==> src/rtl/axi4_lite_read_master_pipe.sv <==
// AXI4-Lite read master with pipelined outstanding reads. Each accepted request
// reserves a response slot, so R never needs backpressure from the response FIFO.
module axi4_lite_read_master_pipe #(
    parameter int ADDR_WIDTH      = 32,
    parameter int DATA_WIDTH      = 32,
    parameter int MAX_OUTSTANDING = 4,
    parameter int TIMEOUT_CYCLES  = 256
) (
    input  logic                              clk,
    input  logic                              rst,
    input  logic                              req_valid,
    output logic                              req_ready,
    input  logic [ADDR_WIDTH-1:0]             req_addr,
    output logic                              rsp_valid,
    input  logic                              rsp_ready,
    output logic [DATA_WIDTH-1:0]             rsp_data,
    output logic [1:0]                        rsp_resp,
    output logic                              rsp_err,
    output logic                              busy,
    output logic [$clog2(MAX_OUTSTANDING):0]  inflight,
    output logic                              timeout_err,
    input  logic                              timeout_clr,
    output logic [ADDR_WIDTH-1:0]             M_AXI_ARADDR,
    output logic [2:0]                        M_AXI_ARPROT,
    output logic                              M_AXI_ARVALID,
    input  logic                              M_AXI_ARREADY,
    input  logic [DATA_WIDTH-1:0]             M_AXI_RDATA,
    input  logic [1:0]                        M_AXI_RRESP,
    input  logic                              M_AXI_RVALID,
    output logic                              M_AXI_RREADY
);

    localparam int CW = $clog2(MAX_OUTSTANDING) + 1;
    localparam int PW = (MAX_OUTSTANDING > 1) ? $clog2(MAX_OUTSTANDING) : 1;
    localparam int TW = $clog2(TIMEOUT_CYCLES + 1) + 1;
    localparam logic [CW-1:0] MAX_CNT = CW'(MAX_OUTSTANDING);

    localparam logic AR_IDLE = 1'b0;
    localparam logic AR_SEND = 1'b1;

    logic                   ar_state;
    logic [ADDR_WIDTH-1:0]  ar_addr;
    logic                   rst_done;
    logic [CW-1:0]          out_cnt;
    logic [CW-1:0]          fifo_cnt;
    logic [PW-1:0]          wr_ptr;
    logic [PW-1:0]          rd_ptr;
    logic [DATA_WIDTH+1:0]  fifo_mem [MAX_OUTSTANDING];
    logic [TW-1:0]          to_cnt;

    logic req_fire, ar_fire, r_fire, pop, stall;

    function automatic logic [PW-1:0] ptr_inc(input logic [PW-1:0] p);
        return (p == PW'(MAX_OUTSTANDING - 1)) ? '0 : p + 1'b1;
    endfunction

    assign M_AXI_ARVALID = (ar_state == AR_SEND);
    assign M_AXI_ARADDR  = M_AXI_ARVALID ? ar_addr : '0;
    assign M_AXI_ARPROT  = 3'b000;
    assign M_AXI_RREADY  = (out_cnt != '0);

    // Every slot is counted from request acceptance until the response is popped.
    assign inflight  = CW'(ar_state) + out_cnt + fifo_cnt;
    assign busy      = (inflight != '0);
    assign req_ready = rst_done && (inflight < MAX_CNT) && !(M_AXI_ARVALID && !M_AXI_ARREADY);

    assign req_fire = req_valid && req_ready;
    assign ar_fire  = M_AXI_ARVALID && M_AXI_ARREADY;
    assign r_fire   = M_AXI_RVALID && M_AXI_RREADY;
    assign pop      = rsp_valid && rsp_ready;
    assign stall    = (out_cnt != '0) && !r_fire;

    assign rsp_valid             = (fifo_cnt != '0);
    assign {rsp_resp, rsp_data}  = rsp_valid ? fifo_mem[rd_ptr] : '0;
    assign rsp_err               = rsp_resp[1];

    always_ff @(posedge clk) begin
        if (!rst) begin
            ar_state <= AR_IDLE;
            ar_addr  <= '0;
            rst_done <= 1'b0;
        end else begin
            rst_done <= 1'b1;
            case (ar_state)
                AR_IDLE: if (req_fire) begin
                    ar_state <= AR_SEND;
                    ar_addr  <= req_addr;
                end
                default: if (M_AXI_ARREADY) begin
                    if (req_fire) begin
                        ar_addr <= req_addr;
                    end else begin
                        ar_state <= AR_IDLE;
                    end
                end
            endcase
        end
    end

    always_ff @(posedge clk) begin
        if (!rst) begin
            out_cnt  <= '0;
            fifo_cnt <= '0;
            wr_ptr   <= '0;
            rd_ptr   <= '0;
        end else begin
            case ({ar_fire, r_fire})
                2'b10:   out_cnt <= out_cnt + 1'b1;
                2'b01:   out_cnt <= out_cnt - 1'b1;
                default: ;
            endcase
            case ({r_fire, pop})
                2'b10:   fifo_cnt <= fifo_cnt + 1'b1;
                2'b01:   fifo_cnt <= fifo_cnt - 1'b1;
                default: ;
            endcase
            if (r_fire) wr_ptr <= ptr_inc(wr_ptr);
            if (pop)    rd_ptr <= ptr_inc(rd_ptr);
        end
    end

    always_ff @(posedge clk) begin
        if (r_fire) fifo_mem[wr_ptr] <= {M_AXI_RRESP, M_AXI_RDATA};
    end

    // The flag is raised on the stalled cycle that brings the count to the limit.
    always_ff @(posedge clk) begin
        if (!rst) begin
            to_cnt      <= '0;
            timeout_err <= 1'b0;
        end else begin
            if (!stall) begin
                to_cnt <= '0;
            end else if (to_cnt != TW'(TIMEOUT_CYCLES)) begin
                to_cnt <= to_cnt + 1'b1;
            end
            if ((TIMEOUT_CYCLES != 0) && stall && (to_cnt + 1'b1 == TW'(TIMEOUT_CYCLES))) begin
                timeout_err <= 1'b1;
            end else if (timeout_clr) begin
                timeout_err <= 1'b0;
            end
        end
    end

endmodule

==> config.mk <==
export PLATFORM = sky130hd
export DESIGN_NAME = axi4_lite_read_master_pipe
export DESIGN_NICKNAME = d
export VERILOG_FILES = /design/src/rtl/axi4_lite_read_master_pipe.sv
export SDC_FILE = /design/constraint.sdc
export NUM_CORES = 1
export LEC_CHECK = 0
export CORE_MARGIN = 2
export CORE_UTILIZATION = 52
export DETAILED_ROUTE_END_ITERATION = 8
export HOLD_SLACK_MARGIN = 0.06
export PLACE_DENSITY_LB_ADDON = 0.3
export SLEW_MARGIN = 40
export SYNTH_ARGS = -nofsm -noshare
export SYNTH_HDL_FRONTEND = slang
export SYNTH_SLANG_ARGS = --single-unit
==> constraint.sdc <==
create_clock -name clk -period 2.7 [get_ports clk]
set_input_delay 0.54 -clock clk [delete_from_list [all_inputs] [get_ports clk]]
set_output_delay 0.54 -clock clk [all_outputs]
set_load 0.03 [all_outputs]
### After elaboration in Yosys (flattened, before gate mapping)

Memories as Yosys holds them, arrays and structs flattened. A register that Yosys moved wholly into a read port is not among the register bits.
Index checks and enable logic that the tools add are counted.

| word-level totals | value |
|---|---|
| input bits | 73 |
| memories | 1 |
| flip-flop bits (word level) | 55 |
| logic and storage cells | 67 |
| memory bits (writable) | 136 |

Memory list:

| memory | depth | bits a word | rd ports | clocked after memory_dff | wr ports | line | source |
|---|---|---|---|---|---|---|---|
| fifo_mem | 4 | 34 | 1 | 1 | 1 | 48 | `logic [DATA_WIDTH+1:0] fifo_mem [MAX_OUTSTANDING];` |

| operators by class | value |
|---|---|
| magnitude comparators | 1 |
| reduce and logical (&&, ||, !) cells | 19 |
| add/subtract/negate cells | 9 |
| equality and inequality tests | 9 |
| mux-type cells | 19 |

Operator list:

| operator | number |
|---|---|
| two-way mux 32 bit | 4 |
| two-way mux 34 bit | 1 |
| case mux 3 bit (2 select lines) | 2 |
| adder 10 x 1 -> 10 bit (second input constant) | 1 |
| equality test 10 x 9 -> 1 bit (second input constant) | 1 |
| != test 10 x 9 -> 1 bit (second input constant) | 1 |
| logical AND 1 bit | 9 |
| nonzero test 3 bit | 3 |
| equality test 2 bit (second input constant) | 4 |
| two-way mux 1 bit | 8 |
| two-way mux 2 bit | 4 |
| adder 3 x 1 -> 3 bit (second input constant) | 2 |
| nonzero test 2 bit | 3 |
| subtractor 3 x 1 -> 3 bit (second input constant) | 2 |
| adder 2 x 1 -> 2 bit (second input constant) | 2 |
| equality test 2 x 1 -> 1 bit (second input constant) | 2 |
| adder 1 x 3 -> 3 bit | 1 |
| adder 3 bit | 1 |
| logical NOT 1 bit | 3 |
| < comparator 3 bit (second input constant) | 1 |
| != test 2 bit (second input constant) | 1 |
| AND reduction 2 bit | 1 |

### Longest topological paths before layout

Gate-level depths: netlist of run 1.

| depth | value |
|---|---|
| depth after elaboration | 9 |
| gate-level depth with buffers | 12 |
| mapped depth without buffers | 9 |

### Least setup slack after synthesis of run 1

Ideal clock, no wire load.

| path | value |
|---|---|
| path type | register -> output |
| from | reg ar_state (netlist: M_AXI_ARVALID) |
| to | out busy |
| path buffers | 1 |
| setup slack | -0.300 ns |
| stages on the path, launching flop included | 7 |
| required time | 2.160 ns |
| data arrival time | 2.460 ns |
| path through | dfxtp_1 -> clkbuf_1 -> inv_1 -> fa_1 -> inv_1 -> fa_1 -> or3_1 |

| between the ends | value |
|---|---|
| cells in the longest elaborated chain, start to end | 3 |

Ends and longest elaborated chain:

| item | line | source |
|---|---|---|
| start, declared | 41 | `logic ar_state;` |
| start signal, assigned | 79 | `ar_state <= AR_IDLE;` |
| start signal, assigned | 86 | `ar_state <= AR_SEND;` |
| start signal, assigned | 93 | `ar_state <= AR_IDLE;` |
| adder 1 x 3 -> 3 bit | 63 | `assign inflight = CW'(ar_state) + out_cnt + fifo_cnt;` |
| adder 3 bit | 63 |  |
| named net inflight[1] | 20 | `output logic [$clog2(MAX_OUTSTANDING):0] inflight,` |
| nonzero test 3 bit | 64 | `assign busy = (inflight != '0);` |
| end, declared | 19 | `output logic busy,` |

The timed path passes the listed nets, and every way through them passes these cells.

### Final worst setup path of run 1

| path | value |
|---|---|
| from | reg fifo_cnt[0] |
| to | out busy |

| between the ends | value |
|---|---|
| cells in the longest elaborated chain, start to end | 2 |

Ends and longest elaborated chain:

| item | line | source |
|---|---|---|
| start, declared | 45 | `logic [CW-1:0] fifo_cnt;` |
| start signal, assigned | 113 | `2'b10: fifo_cnt <= fifo_cnt + 1'b1;` |
| start signal, assigned | 114 | `2'b01: fifo_cnt <= fifo_cnt - 1'b1;` |
| adder 3 bit | 63 |  |
| nonzero test 3 bit | 64 |  |

No other way between the ends.

==> results of run 1 <==
[layout by cell type (no fill, tap or decap), types with 2 or more instances in the layout]
master	netlist	routed
a21boi_0	6	6
a21boi_1	20	20
a21boi_2	10	10
a21oi_1	4	4
and2_1	70	70
and3_1	8	4
and3_2	0	4
buf_12	0	6
buf_4	4	32
buf_6	4	4
bufinv_16	0	3
clkbuf_1	17	2
clkbuf_16	0	17
clkdlybuf4s50_1	0	109
clkinv_1	0	6
conb_1	1	3
dfxtp_1	57	52
dfxtp_2	0	4
dlygate4sd2_1	0	19
edfxtp_1	136	136
fa_1	4	2
fa_2	0	2
ha_1	10	10
inv_1	16	11
inv_2	0	5
mux4_2	34	34
nand2_1	65	65
nand2_2	11	11
nand3_1	4	4
nand3b_1	2	2
nand4_1	4	4
nor2_1	11	11
nor2b_1	3	3
nor3_1	4	4
nor4_1	2	2
o21ai_0	4	4
or3_1	5	4
xnor2_1	5	5
xor2_1	8	8
[worst max path at each step]
stage	start	end	slack (ns)	cells after the start
finish	fifo_cnt[0]	busy	-0.03	8
global route	fifo_cnt[0]	busy	-0.1	8
CTS	fifo_cnt[0]	busy	-0.05	8
detailed placement	M_AXI_RVALID	out_cnt[2]	0.09	9
global placement	M_AXI_RVALID	out_cnt[2]	0.20	9
floorplan	M_AXI_ARVALID	busy	0.005	6
[cells by family (layout without fill, tap and decap cells)]
family / after synthesis / count (layout) / share of synthesized area, %
and+or+nand+nor: 195 / 195 / 12.99
xor gates and xnor gates: 14 / 14 / 1.710
other: 1 / 3 / 0.04701
adders and majority gates: 14 / 14 / 2.573
DFF: 193 / 193 / 65.51
AOI/OAI and AO/OA: 46 / 46 / 4.518
buffers and inverters: 48 / 218 / 2.933
muxes: 35 / 35 / 9.725
[routing by layer]
| layer | wire length [um] | track usage [%] | vias up |
|---|---|---|---|
| met5 | 0 | 0 | - |
| met4 | 275 | 7.628 | 0 |
| met3 | 907 | 6.052 | 23 |
| met2 | 8179 | 34.16 | 140 |
| met1 | 6615 | 23.94 | 2439 |
| li1 | - | - | 2265 |
[flip-flops by register name (all words and copies together), names as in the netlist, named ones only]
signal	cells
out_cnt	3
rst_done	1
rd_ptr	2
fifo_cnt	3
M_AXI_ARVALID	1
wr_ptr	2
to_cnt	10
ar_addr	32
timeout_err	1
fifo_mem	136
[through the flow]
| step | setup TNS (ns) | utilization, % | worst slack, ns | hold slack, ns |
|---|---|---|---|---|
| final | -0.03120 | 68.31 | -0.03120 | 0.4462 |
| after global routing | -0.1309 | 68.31 | -0.09970 | 0.4669 |
| after CTS | -0.05128 | 68.06 | -0.05128 | 0.4495 |
| after detailed placement | 0 | 64.12 | 0.08882 | 0.4404 |
| after global placement | 0 | 64.12 | 0.1953 | 0.4368 |
| after floorplan | 0 | - | 0.004866 | 0.4305 |
[report_power, final]
| group | leakage, nW | internal, mW | total, mW | switching (mW) |
|---|---|---|---|---|
| clock network | 0.276 | 1.44 | 2.47 | 1.03 |
| logic | 1.68 | 0.786 | 1.68 | 0.895 |
| registers | 1.69 | 3.30 | 3.37 | 0.0649 |
[tightest hold or removal path, cell delays in order, from the launching register on]
cell and delay [ns]:
dfxtp_1 0.30, nand2_1 0.05, a21boi_1 0.05
[repair_timing]
item,4_1_cts,5_1_grt
pin swaps,1,3
hold buffers,0,0
endpoints found under the setup margin,33,12
resized for setup,32,3
buffers inserted,2,4
[layout make-up]
type	instances	share of cell area, %
Sequential cell	193	50.78
Multi-Input combinational cell	307	24.64
Timing Repair Buffer	170	16.13
Clock buffer	19	4.200
Tap cell	188	2.282
Clock inverter	13	1.384
Inverter	16	0.5827
==> run metrics, run 1 <==
Critical-path top delay cell=or3_4; area grow syn2layout=29.22%; Root Driver=clkbuf_16; Crit path buffers/inverters=4; r2r startpoint=out_cnt[0]; placed inst area=9676 um2; H-tree Lvls=4; Worst Hold End=ar_addr[28]; CP Max Fanout=3; Slew Viols, Final=0; Peak supply drop=0.0005176 V; Die Footprint=16,350 um2; crit end category=output pin; Ys Warns=0; FF-to-FF setup slack=0.17 ns; fin worst setup slack=-0.03120 ns; total power=7.513 mW; Initial Util=52.86%; clock buffer count from CTS=17; final setup vio count=1; I/O pins=152; Area contributors post-synth=edfxtp_1 51%, dfxtp_1 14%, mux4_2 9.6%, and2_1 5.5%, nand2_1 3.1%; clock-pin slew on the worst setup and hold paths=0.06 ns; initial antenna violation count=0; GPL Wtd Cong=0.7879; DP HPWL=10.21 mm; Post-synth EDFFs=136; Worst Min Path Start=ar_addr[28]; Lkg Pwr=3.646 nW; MaxCap Viol Count=0; drt first pass iters=4; WL per Instance=17.64 um; clock sinks=193; Syn Area/Cell=14.61 um2; register area=5234 um2; FF-to-FF path depth=9; Critical Path Source Type=register; Worst Path Arrival=2.19 ns; DR DRC count=0; Tmin final=2.731 ns; r2r endpoint=fifo_cnt[2]; FFs w/ async S/R, synth=0%; vias in the first global route=4,995; Critical Path RT=2.16 ns; commonest cells in the netlist=136 x edfxtp_1, 70 x and2_1, 65 x nand2_1, 57 x dfxtp_1, 34 x mux4_2; die width=127.9 um; first-pass GRT wire length=24.66 mm; # diodes=0; core area=15,090 um2; Rows=45; period utilisation layout=101.2%; Max Freq=0.3661 GHz; Filler cells=1,045; share of cells above drive strength 1=19.50%; Seq/Total Area, Yosys=65.51%; post-layout net count=792; Post-DRT Antenna Nets=0; cell area power density=728.9 nW/um2; grt total ovfl=0; hold path cells=2; Total GRT Usage=19.98%; area leader, netlist=edfxtp_1; top cell type's share of synthesized area=51.20%; Netlist cell types=40; clock latency on the worst-skew pair=0.42 ns; max incr delay on CP=0.36 ns; Cell Area, Synth=7976 um2; final WL=15.98 mm; Setup Skew=0.007974 ns; FF+latch count, synth=193; post-route cell area=10,310 um2; critical path's top delay family=adder cells; largest net degree at the start of global routing=47; multi-input logic area=2540 um2; run status=finished, violations left; final hold vios=0; cell with the most instances after synthesis=edfxtp_1; crit path kind=register to output pin; Top FF cell, synth=edfxtp_1; Crit path top cell by count=inv_2; # port buffers=148; Critical Path, Cell by Cell=inv_2 > fa_2 > inv_2 > fa_2 > xnor3_1 > inv_2 > or3_4 > buf_6; hold crit path type=register to register; failing checks=negative setup slack; worst-case clock buffer depth=2; dpl cells=868; Vias/cell=5.372; Gate Count Post-Synth=546; Post-Layout Cell Count=906; unrepaired setup endpoints after global routing=yes; Die H=127.9 um; DR vias=4,867; TritonCTS clock tree=yes; initial DRC count=328
(Power assumes the default switching activity.)
==> inputs of run 2 (changes only) <==
- CORE_UTILIZATION: 52 -> 40
- GPL_ROUTABILITY_DRIVEN: default -> 0
- clock period: 2.7 -> 2.8 ns (I/O delays scaled with it)
==> run metrics, run 2 (synthesized netlist as in run 1, its figures left out) <==
run status=finished clean; final WL=15.97 mm; # diodes=0; FF-to-FF setup slack=0.19 ns; P_sw=1.964 mW; # port buffers=148; most frequent cells in the layout=136 x edfxtp_1, 109 x clkdlybuf4s50_1, 70 x and2_1; DR vias=4,783; H-tree Lvls=4; Critical-path top delay cell=fa_2; Lkg Pwr=3.618 nW; crit path kind=register to output pin; Worst Max-Slew Pin Slew=0.6306 ns; initial antenna violation count=0; Post-DRT Antenna Nets=0; Rows=51; period utilisation layout=98.77%; clock buffer count from CTS=17; most flop-heavy register=fifo_mem; clock latency on the worst-skew pair=0.43 ns; I/O pins=152; Initial Util=40.85%; register area=5231 um2; TNS Setup=0 ns; Comb pwr share=21.7%; Critical Path, Cell by Cell=inv_2 > fa_2 > inv_2 > fa_2 > or3_4 > buf_6; die width=145.2 um; Die Footprint=21,090 um2; Max Freq=0.3616 GHz; area grow syn2layout=30.68%; Vias/cell=4.886; max incr delay on CP=0.43 ns; Die H=145.2 um; hold path cells=2; hold_ws=0.4517 ns; worst-case clock buffer depth=2; Worst Path Arrival=2.21 ns; share of cells above drive strength 1=22.69%; total power=7.497 mW; biggest regs=fifo_mem: 136 flops, ar_addr: 32 flops, to_cnt: 10 flops; WL per Instance=16.31 um; clock-pin slew on the worst setup and hold paths=0.07 ns; FF-to-FF path depth=10; Clock Power Share=35.3%; post-route cell area=10,420 um2; Total GRT Usage=15.70%; Critical Path Source Type=register; Tmin final=2.766 ns; Int Pwr=5.533 mW; sw frac=26.20%; Sequential Power Share=43.1%; MaxCap Viol Count=0; post-layout net count=789; multi-input logic area=2540 um2; commonest non-fill, non-tap cell in the layout=edfxtp_1; first-pass GRT wire length=25.96 mm; vias in the first global route=5,070; CP Max Fanout=2; core area=19,530 um2; grt total ovfl=0; Peak supply drop=0.0004297 V; hold crit path type=register to register; Root Driver=clkbuf_16; Slew HR=57.81%; Slew Viols, Final=0; TritonCTS clock tree=yes; Critical Path RT=2.24 ns; placed inst area=9742 um2; cell area power density=719.3 nW/um2; crit end category=output pin; drt first pass iters=4; DP HPWL=10.47 mm; initial DRC count=220; largest net degree at the start of global routing=36; unrepaired setup endpoints after global routing=yes; Filler cells=1,658; final setup vio count=0; DR DRC count=0; clock sinks=193; final hold vios=0; Largest register FFs=136; Setup Skew=0.01115 ns
[run 2: area by class of cell]
cell class / count / area share, %
sequential: 193 / 50.19
multi-input combinational: 307 / 24.37
timing repair buffer: 167 / 15.41
clock buffer: 17 / 4.081
tap: 265 / 3.181
clock inverter: 14 / 2.197
inverter: 16 / 0.5762
[run 2: per-stage QoR]
step | worst slack [ns] | instances | util [%]
2_1_floorplan | 0.02756 | 548 | -
6_report | 0.03450 | 979 | 53.38
3_3_place_gp | -0.02201 | 945 | 49.89
4_1_cts | -0.06458 | 976 | 53.25
3_5_place_dp | -0.06275 | 945 | 49.89
5_1_grt | -0.03192 | 979 | 53.38
[run 2: final timing paths]
| path | endpoint | from |
|---|---|---|
| max reg2reg | fifo_cnt[2] | out_cnt[0] |
| min reg2reg | ar_addr[11] | ar_addr[11] |
| min | ar_addr[11] | ar_addr[11] |
| max | busy | M_AXI_ARVALID |
[run 2: worst max-delay path, delay by kind of cell (launching register included)]
family                   cells  cell delay [ns]
buffers and inverters        3             0.26
adder cells (fa/ha/maj)      2             0.80
AND/OR/NAND/NOR              1             0.38
flip-flops                   1             0.33
[run 2: timing repair]
action | in CTS | in global routing
setup buffers | 0 | 3
hold buffers | 0 | 0
endpoints found under the setup margin | 2 | 1
resized for setup | 9 | 7
pin swaps | 0 | 2
[run 2: power groups by stage]
stage | Clock, mW | Combinational (mW) | Sequential, mW
floorplan | 0 | 1.03 | 3.28
global placement | 0 | 1.61 | 3.28
finish | 2.65 | 1.62 | 3.23
CTS | 2.71 | 1.64 | 3.23
detailed placement | 0 | 1.63 | 3.29
global route | 2.82 | 1.75 | 3.24
[run 2: routing by layer]
layer / up-vias / global-route usage [%] / wire, um
met4: 0 / 4.804 / 193
met2: 121 / 27.04 / 8102
met5: - / 0 / 0
met3: 16 / 5.094 / 1003
li1: 2255 / - / -
met1: 2391 / 18.78 / 6672
==> inputs of run 3 (changes only) <==
- CTS_CLUSTER_DIAMETER: default -> 30
==> results of run 3 <==
Same layout as run 2: the final DEF is identical, and so are final timing and power.
